**src/rtl/fp_round_pipe_pkg.sv**
```systemverilog
// Shared constants for the FP rounding stage: default widths, rounding-mode
// codes and the overflow saturation rule used by every rounding consumer.
package fp_round_pipe_pkg;

    localparam int WSIG_DEF = 23;
    localparam int WEXP_DEF = 8;

    typedef enum logic [1:0] {
        RM_RNE = 2'b00,
        RM_RZ  = 2'b01,
        RM_RP  = 2'b10,
        RM_RM  = 2'b11
    } round_mode_e;

    // On overflow a mode either saturates to infinity or clamps to max finite.
    function automatic logic sat_to_inf(input round_mode_e mode, input logic sign);
        return (mode == RM_RNE) || ((mode == RM_RP) && !sign) || ((mode == RM_RM) && sign);
    endfunction

endpackage

```
**src/rtl/fp_round_pipe_if.sv**
```systemverilog
// Valid/ready beat interface of the rounding pipeline: normaliser-side input
// beat and packer-side output beat.
interface fp_round_pipe_if
    import fp_round_pipe_pkg::*;
#(
    parameter int WSIG = WSIG_DEF,
    parameter int WEXP = WEXP_DEF
);
    logic            in_valid;
    logic            in_ready;
    logic [WSIG-1:0] normsum;
    logic            round;
    logic            sticky;
    logic            finalsign;
    logic [WEXP-1:0] overexp;
    logic [1:0]      roundmode;

    logic            out_valid;
    logic            out_ready;
    logic [WSIG-1:0] roundsum;
    logic [WEXP:0]   exp;
    logic            roundshift;
    logic            inexact;
    logic            overflow;

    modport slave (
        input  in_valid, normsum, round, sticky, finalsign, overexp, roundmode, out_ready,
        output in_ready, out_valid, roundsum, exp, roundshift, inexact, overflow
    );

    modport master (
        output in_valid, normsum, round, sticky, finalsign, overexp, roundmode, out_ready,
        input  in_ready, out_valid, roundsum, exp, roundshift, inexact, overflow
    );
endinterface

```
**src/rtl/fp_round_pipe_round_decide.sv**
```systemverilog
// Round-up decision shared by the adder, multiplier and divider rounding
// stages: whether to add one ulp given lsb, guard/sticky, sign and mode.
module round_decide
    import fp_round_pipe_pkg::*;
(
    input  logic       i_lsb,
    input  logic       i_round,
    input  logic       i_sticky,
    input  logic       i_finalsign,
    input  logic [1:0] i_roundmode,
    output logic       o_addone
);

    always_comb begin
        o_addone = 1'b0;
        case (round_mode_e'(i_roundmode))
            RM_RNE:  o_addone = i_round & (i_sticky | i_lsb);
            RM_RZ:   o_addone = 1'b0;
            RM_RP:   o_addone = ~i_finalsign & (i_round | i_sticky);
            RM_RM:   o_addone = i_finalsign & (i_round | i_sticky);
            default: o_addone = 1'b0;
        endcase
    end

endmodule

```
**src/rtl/fp_round_pipe.sv**
```systemverilog
// Two-stage valid/ready rounding pipeline: stage 1 decides and applies the
// increment, stage 2 forms the final exponent and saturates on overflow.
module fp_round_pipe
    import fp_round_pipe_pkg::*;
#(
    parameter int WSIG = WSIG_DEF,
    parameter int WEXP = WEXP_DEF
)(
    input  logic             clk,
    input  logic             rst_n,
    fp_round_pipe_if.slave   bus
);

    localparam logic [WEXP:0] EXP_MAX    = {1'b0, {WEXP{1'b1}}};
    localparam logic [WEXP:0] EXP_MAXFIN = {1'b0, {(WEXP-1){1'b1}}, 1'b0};
    localparam logic [WEXP:0] EXP_ONE    = (WEXP+1)'(1);
    localparam logic [WEXP:0] EXP_TWO    = (WEXP+1)'(2);
    localparam logic [WSIG:0] SIG_ONE    = (WSIG+1)'(1);

    logic            r_s1_valid;
    logic [WSIG-1:0] r_s1_rsum;
    logic            r_s1_rshift;
    logic [WEXP-1:0] r_s1_overexp;
    logic            r_s1_sign;
    round_mode_e     r_s1_mode;
    logic            r_s1_inexact;

    logic            r_s2_valid;
    logic [WSIG-1:0] r_roundsum;
    logic [WEXP:0]   r_exp;
    logic            r_roundshift;
    logic            r_inexact;
    logic            r_overflow;

    logic            w_s2_load;
    logic            w_s1_load;
    logic            w_addone;
    logic [WSIG:0]   w_sum1;
    logic [WEXP:0]   w_e;
    logic            w_ovf;
    logic [WSIG-1:0] w_roundsum_next;
    logic [WEXP:0]   w_exp_next;
    logic            w_inexact_next;

    // Ready ripples back combinationally so a full pipe still streams at one beat per cycle.
    assign w_s2_load = ~r_s2_valid | bus.out_ready;
    assign w_s1_load = ~r_s1_valid | w_s2_load;

    round_decide u_round_decide (
        .i_lsb       (bus.normsum[0]),
        .i_round     (bus.round),
        .i_sticky    (bus.sticky),
        .i_finalsign (bus.finalsign),
        .i_roundmode (bus.roundmode),
        .o_addone    (w_addone)
    );

    assign w_sum1 = {1'b0, bus.normsum} + SIG_ONE;

    always_ff @(posedge clk or negedge rst_n) begin
        if (!rst_n) begin
            r_s1_valid   <= 1'b0;
            r_s1_rsum    <= '0;
            r_s1_rshift  <= 1'b0;
            r_s1_overexp <= '0;
            r_s1_sign    <= 1'b0;
            r_s1_mode    <= RM_RNE;
            r_s1_inexact <= 1'b0;
        end else if (w_s1_load) begin
            r_s1_valid <= bus.in_valid;
            if (bus.in_valid) begin
                r_s1_rsum    <= w_addone ? w_sum1[WSIG-1:0] : bus.normsum;
                r_s1_rshift  <= w_addone & w_sum1[WSIG];
                r_s1_overexp <= bus.overexp;
                r_s1_sign    <= bus.finalsign;
                r_s1_mode    <= round_mode_e'(bus.roundmode);
                r_s1_inexact <= bus.round | bus.sticky;
            end
        end
    end

    // Exponent is one wider than the field, so the +2 never wraps.
    assign w_e   = {1'b0, r_s1_overexp} + (r_s1_rshift ? EXP_TWO : EXP_ONE);
    assign w_ovf = (w_e >= EXP_MAX);

    always_comb begin
        w_roundsum_next = r_s1_rsum;
        w_exp_next      = w_e;
        w_inexact_next  = r_s1_inexact;
        if (w_ovf) begin
            w_inexact_next = 1'b1;
            if (sat_to_inf(r_s1_mode, r_s1_sign)) begin
                w_exp_next      = EXP_MAX;
                w_roundsum_next = '0;
            end else begin
                w_exp_next      = EXP_MAXFIN;
                w_roundsum_next = '1;
            end
        end
    end

    always_ff @(posedge clk or negedge rst_n) begin
        if (!rst_n) begin
            r_s2_valid   <= 1'b0;
            r_roundsum   <= '0;
            r_exp        <= '0;
            r_roundshift <= 1'b0;
            r_inexact    <= 1'b0;
            r_overflow   <= 1'b0;
        end else if (w_s2_load) begin
            r_s2_valid <= r_s1_valid;
            if (r_s1_valid) begin
                r_roundsum   <= w_roundsum_next;
                r_exp        <= w_exp_next;
                r_roundshift <= r_s1_rshift;
                r_inexact    <= w_inexact_next;
                r_overflow   <= w_ovf;
            end
        end
    end

    assign bus.in_ready   = w_s1_load;
    assign bus.out_valid  = r_s2_valid;
    assign bus.roundsum   = r_roundsum;
    assign bus.exp        = r_exp;
    assign bus.roundshift = r_roundshift;
    assign bus.inexact    = r_inexact;
    assign bus.overflow   = r_overflow;

endmodule

```
**src/flat_wrapper.sv**
```systemverilog
// flat-port wrapper written by rule: the top's interface ports become plain ports
module fp_round_pipe_flat import fp_round_pipe_pkg::*;
#(
    parameter int WSIG = WSIG_DEF,
    parameter int WEXP = WEXP_DEF
)
  (clk, rst_n, bus_in_valid, bus_normsum, bus_round, bus_sticky, bus_finalsign, bus_overexp, bus_roundmode, bus_out_ready, bus_in_ready, bus_out_valid, bus_roundsum, bus_exp, bus_roundshift, bus_inexact, bus_overflow);
  fp_round_pipe_if #(.WSIG(WSIG), .WEXP(WEXP)) bus_i ();
  input  logic clk;
  input  logic rst_n;
  input wire logic [$bits(bus_i.in_valid)-1:0] bus_in_valid;
  input wire logic [$bits(bus_i.normsum)-1:0] bus_normsum;
  input wire logic [$bits(bus_i.round)-1:0] bus_round;
  input wire logic [$bits(bus_i.sticky)-1:0] bus_sticky;
  input wire logic [$bits(bus_i.finalsign)-1:0] bus_finalsign;
  input wire logic [$bits(bus_i.overexp)-1:0] bus_overexp;
  input wire logic [$bits(bus_i.roundmode)-1:0] bus_roundmode;
  input wire logic [$bits(bus_i.out_ready)-1:0] bus_out_ready;
  output wire logic [$bits(bus_i.in_ready)-1:0] bus_in_ready;
  output wire logic [$bits(bus_i.out_valid)-1:0] bus_out_valid;
  output wire logic [$bits(bus_i.roundsum)-1:0] bus_roundsum;
  output wire logic [$bits(bus_i.exp)-1:0] bus_exp;
  output wire logic [$bits(bus_i.roundshift)-1:0] bus_roundshift;
  output wire logic [$bits(bus_i.inexact)-1:0] bus_inexact;
  output wire logic [$bits(bus_i.overflow)-1:0] bus_overflow;
  assign bus_i.in_valid = bus_in_valid;
  assign bus_i.normsum = bus_normsum;
  assign bus_i.round = bus_round;
  assign bus_i.sticky = bus_sticky;
  assign bus_i.finalsign = bus_finalsign;
  assign bus_i.overexp = bus_overexp;
  assign bus_i.roundmode = bus_roundmode;
  assign bus_i.out_ready = bus_out_ready;
  assign bus_in_ready = bus_i.in_ready;
  assign bus_out_valid = bus_i.out_valid;
  assign bus_roundsum = bus_i.roundsum;
  assign bus_exp = bus_i.exp;
  assign bus_roundshift = bus_i.roundshift;
  assign bus_inexact = bus_i.inexact;
  assign bus_overflow = bus_i.overflow;
  fp_round_pipe #(.WSIG(WSIG), .WEXP(WEXP)) u_core (.clk(clk), .rst_n(rst_n), .bus(bus_i));
endmodule
```
**config.mk**
```make
export PLATFORM = sky130hd
export DESIGN_NAME = fp_round_pipe_flat
export DESIGN_NICKNAME = d
export VERILOG_FILES = /design/src/rtl/fp_round_pipe_pkg.sv /design/src/rtl/fp_round_pipe_if.sv /design/src/rtl/fp_round_pipe_round_decide.sv /design/src/rtl/fp_round_pipe.sv /design/src/flat_wrapper.sv
export SDC_FILE = /design/constraint.sdc
export NUM_CORES = 1
export LEC_CHECK = 0
export CORE_MARGIN = 1.5
export CORE_UTILIZATION = 30
export DETAILED_ROUTE_END_ITERATION = 8
export GPL_TIMING_DRIVEN = 0
export PLACE_DENSITY_LB_ADDON = 0.12
export SLEW_MARGIN = 20
export SYNTH_ARGS = -nofsm -noshare
export SYNTH_HDL_FRONTEND = slang
export SYNTH_SLANG_ARGS = --single-unit
```
**constraint.sdc**
```tcl
create_clock -name clk -period 6 [get_ports clk]
set_input_delay 1.5 -clock clk [delete_from_list [all_inputs] [get_ports clk]]
set_output_delay 1.5 -clock clk [all_outputs]
set_load 0.02 [all_outputs]
```
# Yosys cells after proc, flatten, opt, wreduce, memory -nomap -nowiden
# Index checks and enable logic that the tools add are counted.
[word_totals]
regBits = 73
in_bits = 40
memories = 0
latch_bits = 0
mem_bits_ro = 0
ram_bits = 0
[classes]
order_cmp = 1
n_mul = 0
shifts = 0
n_mux = 8
n_addsub = 2
n_bitwise = 11
reduce_logical = 9
n_eq_ne = 5
n_div = 0
[ops]
columns = ["cell", "count"]
rows = [
  ["two-way mux 23 bit", 3],
  ["adder 23 x 1 -> 24 bit (second input constant)", 1],
  ["adder 8 x 9 -> 9 bit", 1],
  [">= comparator 9 x 8 -> 1 bit (second input constant)", 1],
  ["two-way mux 9 bit", 1],
  ["equality test 2 bit (second input constant)", 4],
  ["AND 1 bit", 4],
  ["zero test 2 bit", 2],
  ["OR 1 bit", 4],
  ["one-hot mux 1 bit (4 select lines)", 1],
  ["AND reduction 2 bit", 2],
  ["inverter 1 bit", 3],
  ["equality test 2 x 1 -> 1 bit (second input constant)", 1],
  ["logical AND 1 bit", 2],
  ["logical OR 1 bit", 2],
  ["two-way mux 1 bit", 2],
  ["two-way mux 2 bit", 1],
  ["zero test 1 bit", 1],
]

# Depth between registers and ports, before layout
# Gate-level depths: netlist (run 1).
[depth]
depth_word = 6
mapped_depth = 10

# Modules after synthesis
# A second synthesis (run 1) with hierarchy kept.
[hier_totals]
hier_cells = 317
hier_area_um2 = 3470.8
[modules_own_cells]
columns = ["mod", "instances", "seq_area_each_um2", "cells_each", "area_each_um2"]
rows = [
  ["fp_round_pipe", 1, 1826.8, 312, 3435.8],
  ["round_decide", 1, 0.0, 5, 35.0],
]

# Worst setup path before layout (run 1)
# Ideal clock, no wire load.
[synth_timing]
path_kind = "input -> output"
startpoint = "in bus_out_ready"
endpoint = "out bus_in_ready"
path_stages = 1
arrival_ps = 1793
n_path_buf = 0
required_ps = 4500
setup_slack_ps = 2707
path_cell_list = "nand3b_1"
[synth_via]
elab_chain_len = 2
[synth_rtl]
columns = ["element", "line_no", "source"]
rows = [
  ["start: declaration", "flat_wrapper.sv:18", "input wire logic [$bits(bus_i.out_ready)-1:0] bus_out_ready;"],
  ["OR 1 bit", "fp_round_pipe.sv:46", "assign w_s2_load = ~r_s2_valid | bus.out_ready;"],
  ["OR 1 bit", "fp_round_pipe.sv:47", "assign w_s1_load = ~r_s1_valid | w_s2_load;"],
  ["end: declaration", "flat_wrapper.sv:19", "output wire logic [$bits(bus_i.in_ready)-1:0] bus_in_ready;"],
]
# Every way passes these cells.

# Final worst setup path (run 1)
# Ends and elaborated chain as after synthesis.

==> results_dict.tcl, run 1 <==
set metrics [dict create \
    p_leak_nw 2.03 \
    wl_um 9230 \
    synth_cell_types 44 \
    clk_pin_slew_ps 60 \
    hold_class "flop to flop" \
    pwr-share-clk_pct 32.8 \
    ioPinCount 77 \
    crit_path_max_incr_delay_ps 630 \
    cts_setup_buffers 0 \
    hold_viol 0 \
    synth_top_cell_area_share_pct 49.2 \
    tightest_slew_ps 593 \
    clockRootBuffer "clkbuf_16" \
    viasPerCell 4.70 \
    postCtsHoldBufs 0 \
    cts_resized 0 \
    detail-route-antenna-nets 0 \
    crit_path_frequent_cell "clkdlybuf4s50_1" \
    numClockSinks 73 \
    critPathTopFamily "buffers and inverters" \
    overflow 0 \
    path_class "input port to primary output" \
    cap_viol_max_count 0 \
    cts_tree "yes" \
    synthToLayoutAreaGrowth_pct 34.5 \
    synth_seq_cells 73 \
    grt_max_degree 48 \
    finalSetupViolCount 0 \
    drtIter0Drc 172 \
    die_width_um 114 \
    arrival_ps 2770 \
    gp_congestion 0.805 \
    hold_depth 2 \
    status "finished clean" \
    critPathBufInv 2 \
    detailedPlace.worstSlack_ps 1730 \
    yosysTopAreaCell "dfrtp_1" \
    wire_per_inst_um 13.7 \
    max-slew-margin-rel_pct 60.3 \
    fmax_mhz 234 \
    p_comb_share_pct 26.1 \
    dr.pass1.iters 4 \
    fin_ws_ps 1730 \
    grt_pass1_wl_um 15600 \
    die_area_um2 13000 \
    vias 3157 \
    postSynthAreaPerCell_um2 9.03 \
    startpoint_type "input port" \
    synthFlopType "dfrtp_1" \
    rows 40 \
    crit_path_max_fanout 4 \
    cts_buffers 9 \
    peakVddDrop_mv 0.143 \
    dp_hpwl_um 7360 \
    slew_viol_final 0 \
    clk_path_buf_depth 2 \
    ys_warn_count 0 \
    path_depth 3 \
    period_minus_slack_ps 4270 \
    p_int_mw 1.06 \
    insertion_delay_ps 330 \
    antenna_found_initial 0 \
    seqPwrFrac_pct 41.1 \
    switching_share_pct 30.0 \
    syn_area_um2 3710 \
    final_layout_size_suffix_gt1_share_pct 5.95 \
    r2r_cells 9 \
    cp_slowest_cell "clkdlybuf4s50_1" \
    start_util_pct 30.8 \
    ys_seq_area_share_pct 49.2 \
    grt_pass1_vias 3048 \
    nNetsFinal 543 \
    async_flop_share_pct 100 \
    setup_tns_ps 0 \
    htree_levels 3 \
    path_cells "clkdlybuf4s50_1 > nand3b_1 > clkdlybuf4s50_1" \
    grt_use_total_pct 15.3 \
    n_antenna_cell 0 \
    die_h_um 114 \
    skew_ps 6.45 \
    port_buffers 76 \
    synth_area_leaders "dfrtp_1 (49%), nand2_1 (10%), o22a_1 (5.4%), xnor2_1 (4.2%), a21oi_1 (3.6%)" \
    synth_edf_count 0 \
    route.detailed.drc 0 \
    grt_setup_unrepaired "no" \
    power_density_nw_per_um2 305 \
    fin_crit_sh_pct 71.2 \
    critPathCaptureType "primary output" \
    worst_ep_required_time_ps 4500 \
    syn-num-nets 455 \
    netlist_instances 411 \
    fp.coreArea_um2 12100 \
    switchingPower_uw 457 \
]
## cells in the final DEF, fill, tap and decap left out, types with 7 or more instances in the layout
| cell | n |
|---|---|
| o21ai_0 | 25 |
| clkbuf_1 | 20 |
| o22a_1 | 23 |
| inv_1 | 7 |
| xnor2_1 | 18 |
| nor4_1 | 7 |
| dfrtp_1 | 73 |
| clkdlybuf4s50_1 | 75 |
| clkbuf_16 | 9 |
| nor2_1 | 18 |
| nand4_1 | 10 |
| a21oi_1 | 27 |
| a31oi_1 | 7 |
| nor3_1 | 9 |
| nand2_1 | 100 |
## tightest hold or removal path, delay by kind of cell, from the launching register on
family	cells	cell delay [ps]
flip-flops	1	340
AND/OR/NAND/NOR	2	100
## cell usage after synthesis (2+ instances only)
cell type and n:
o31ai_1 2, ha_1 3, a21oi_1 27, and3_1 2, dfrtp_1 73, nand3_1 6, or3_1 4, o21ai_0 25
a31oi_1 7, nand2_1 100, nand4_1 10, buf_2 3, buf_6 2, o21ai_1 6, clkbuf_1 19, and2_1 3
nor4_1 7, or4_1 2, nor2_1 18, buf_4 4, xnor2_1 18, nand3b_1 3, nor3_1 9, o22a_1 23
inv_1 7, mux2i_1 3, xor2_1 4, and4_1 2, nand2b_1 4
## kinds of logic (layout without fill, tap and decap cells)
family,Yosys count,after routing,share of synthesized area [%]
compound gates,99,99,17.2
xor+xnor,22,22,5.19
fa+ha+maj,4,4,1.55
buf+inv,35,128,4.45
flops,73,73,49.2
mux,3,3,0.809
simple gates,175,175,21.6
## power by group through the flow
stage                     Clock [mW]  Combinational (mW)  Sequential, mW
after floorplan                    0               0.157           0.681
after global placement             0               0.392           0.634
after detailed placement           0               0.401           0.636
after CTS                      0.512               0.401           0.627
after global routing           0.532               0.437           0.637
final                          0.499               0.397           0.626
## stage by stage
stage	cells	instance area [um2]	utilization [%]	hold slack (ps)	power, mW
final	672	4990	41.4	471	1.52
after global routing	672	4990	41.4	490	1.61
after CTS	672	4990	41.4	474	1.54
after detailed placement	656	4710	39.0	462	1.04
after global placement	655	4680	38.8	461	1.03
after floorplan	411	3710	-	446	0.838
## per-layer routing
metal	up-vias	share of wire, %	global-route usage (%)	wire, um
met3	8	4.2	3.07	387
met1	1468	53	22.8	4870
met2	65	42	21.8	3870
met5	-	0	0	0
met4	0	1.2	5.50	112
li1	1616	-	-	-
## registers in the layout, indices dropped and copies added, names as in the netlist
| name | cells |
|---|---|
| u_core.r_s1_rshift | 1 |
| u_core.r_s1_sign | 1 |
| u_core.r_s1_valid | 1 |
| u_core.bus.inexact | 1 |
| u_core.r_s1_inexact | 1 |
| u_core.bus.roundsum | 23 |
| u_core.r_s1_overexp | 8 |
| u_core.r_s1_rsum | 23 |
| u_core.bus.roundshift | 1 |
| u_core.bus.exp | 9 |
| u_core.r_s1_mode | 2 |
| u_core.bus.out_valid | 1 |
| u_core.bus.overflow | 1 |
## area by class of cell
cell class                      instances  area (um2)
Inverter                                7        26.3
Clock inverter                          4        27.5
Multi-Input combinational cell        303        1720
Tap cell                              168         210
Timing Repair Buffer                   77         786
Buffer                                 28         139
Fill cell                            1231        7070
Sequential cell                        73        1830
Clock buffer                           12         256
## final timing paths
check	slack, ps	endpoint	from
max in group asynchronous	4350	u_core.r_s1_rsum[14]	rst_n
min in group asynchronous	1090	u_core.bus.roundshift	rst_n
min	470	u_core.r_s1_sign	u_core.r_s1_sign
max reg2reg	3070	u_core.bus.roundsum[15]	u_core.r_s1_rshift
min reg2reg	470	u_core.r_s1_sign	u_core.r_s1_sign
max	1730	bus_in_ready	bus_out_ready
No activity file was read; power rests on OpenSTA's default activity.
==> run 2: changes to the inputs <==
==> constraint.sdc (replaced) <==
create_clock -name clk -period 4.1 [get_ports clk]
set_input_delay 1.025 -clock clk [delete_from_list [all_inputs] [get_ports clk]]
set_output_delay 1.025 -clock clk [all_outputs]
set_load 0.02 [all_outputs]
==> results of run 2 <==
The final DEF is identical to that of run 1. Status: finished clean.
Main changes from that run: setup slack after placement 1730 ps -> 781 ps; setup slack after layout 1730 ps -> 777 ps; register-to-register setup slack 3070 ps -> 1170 ps; total power 1.52 mW -> 2.23 mW; worst IR drop on VDD 0.143 mV -> 0.209 mV
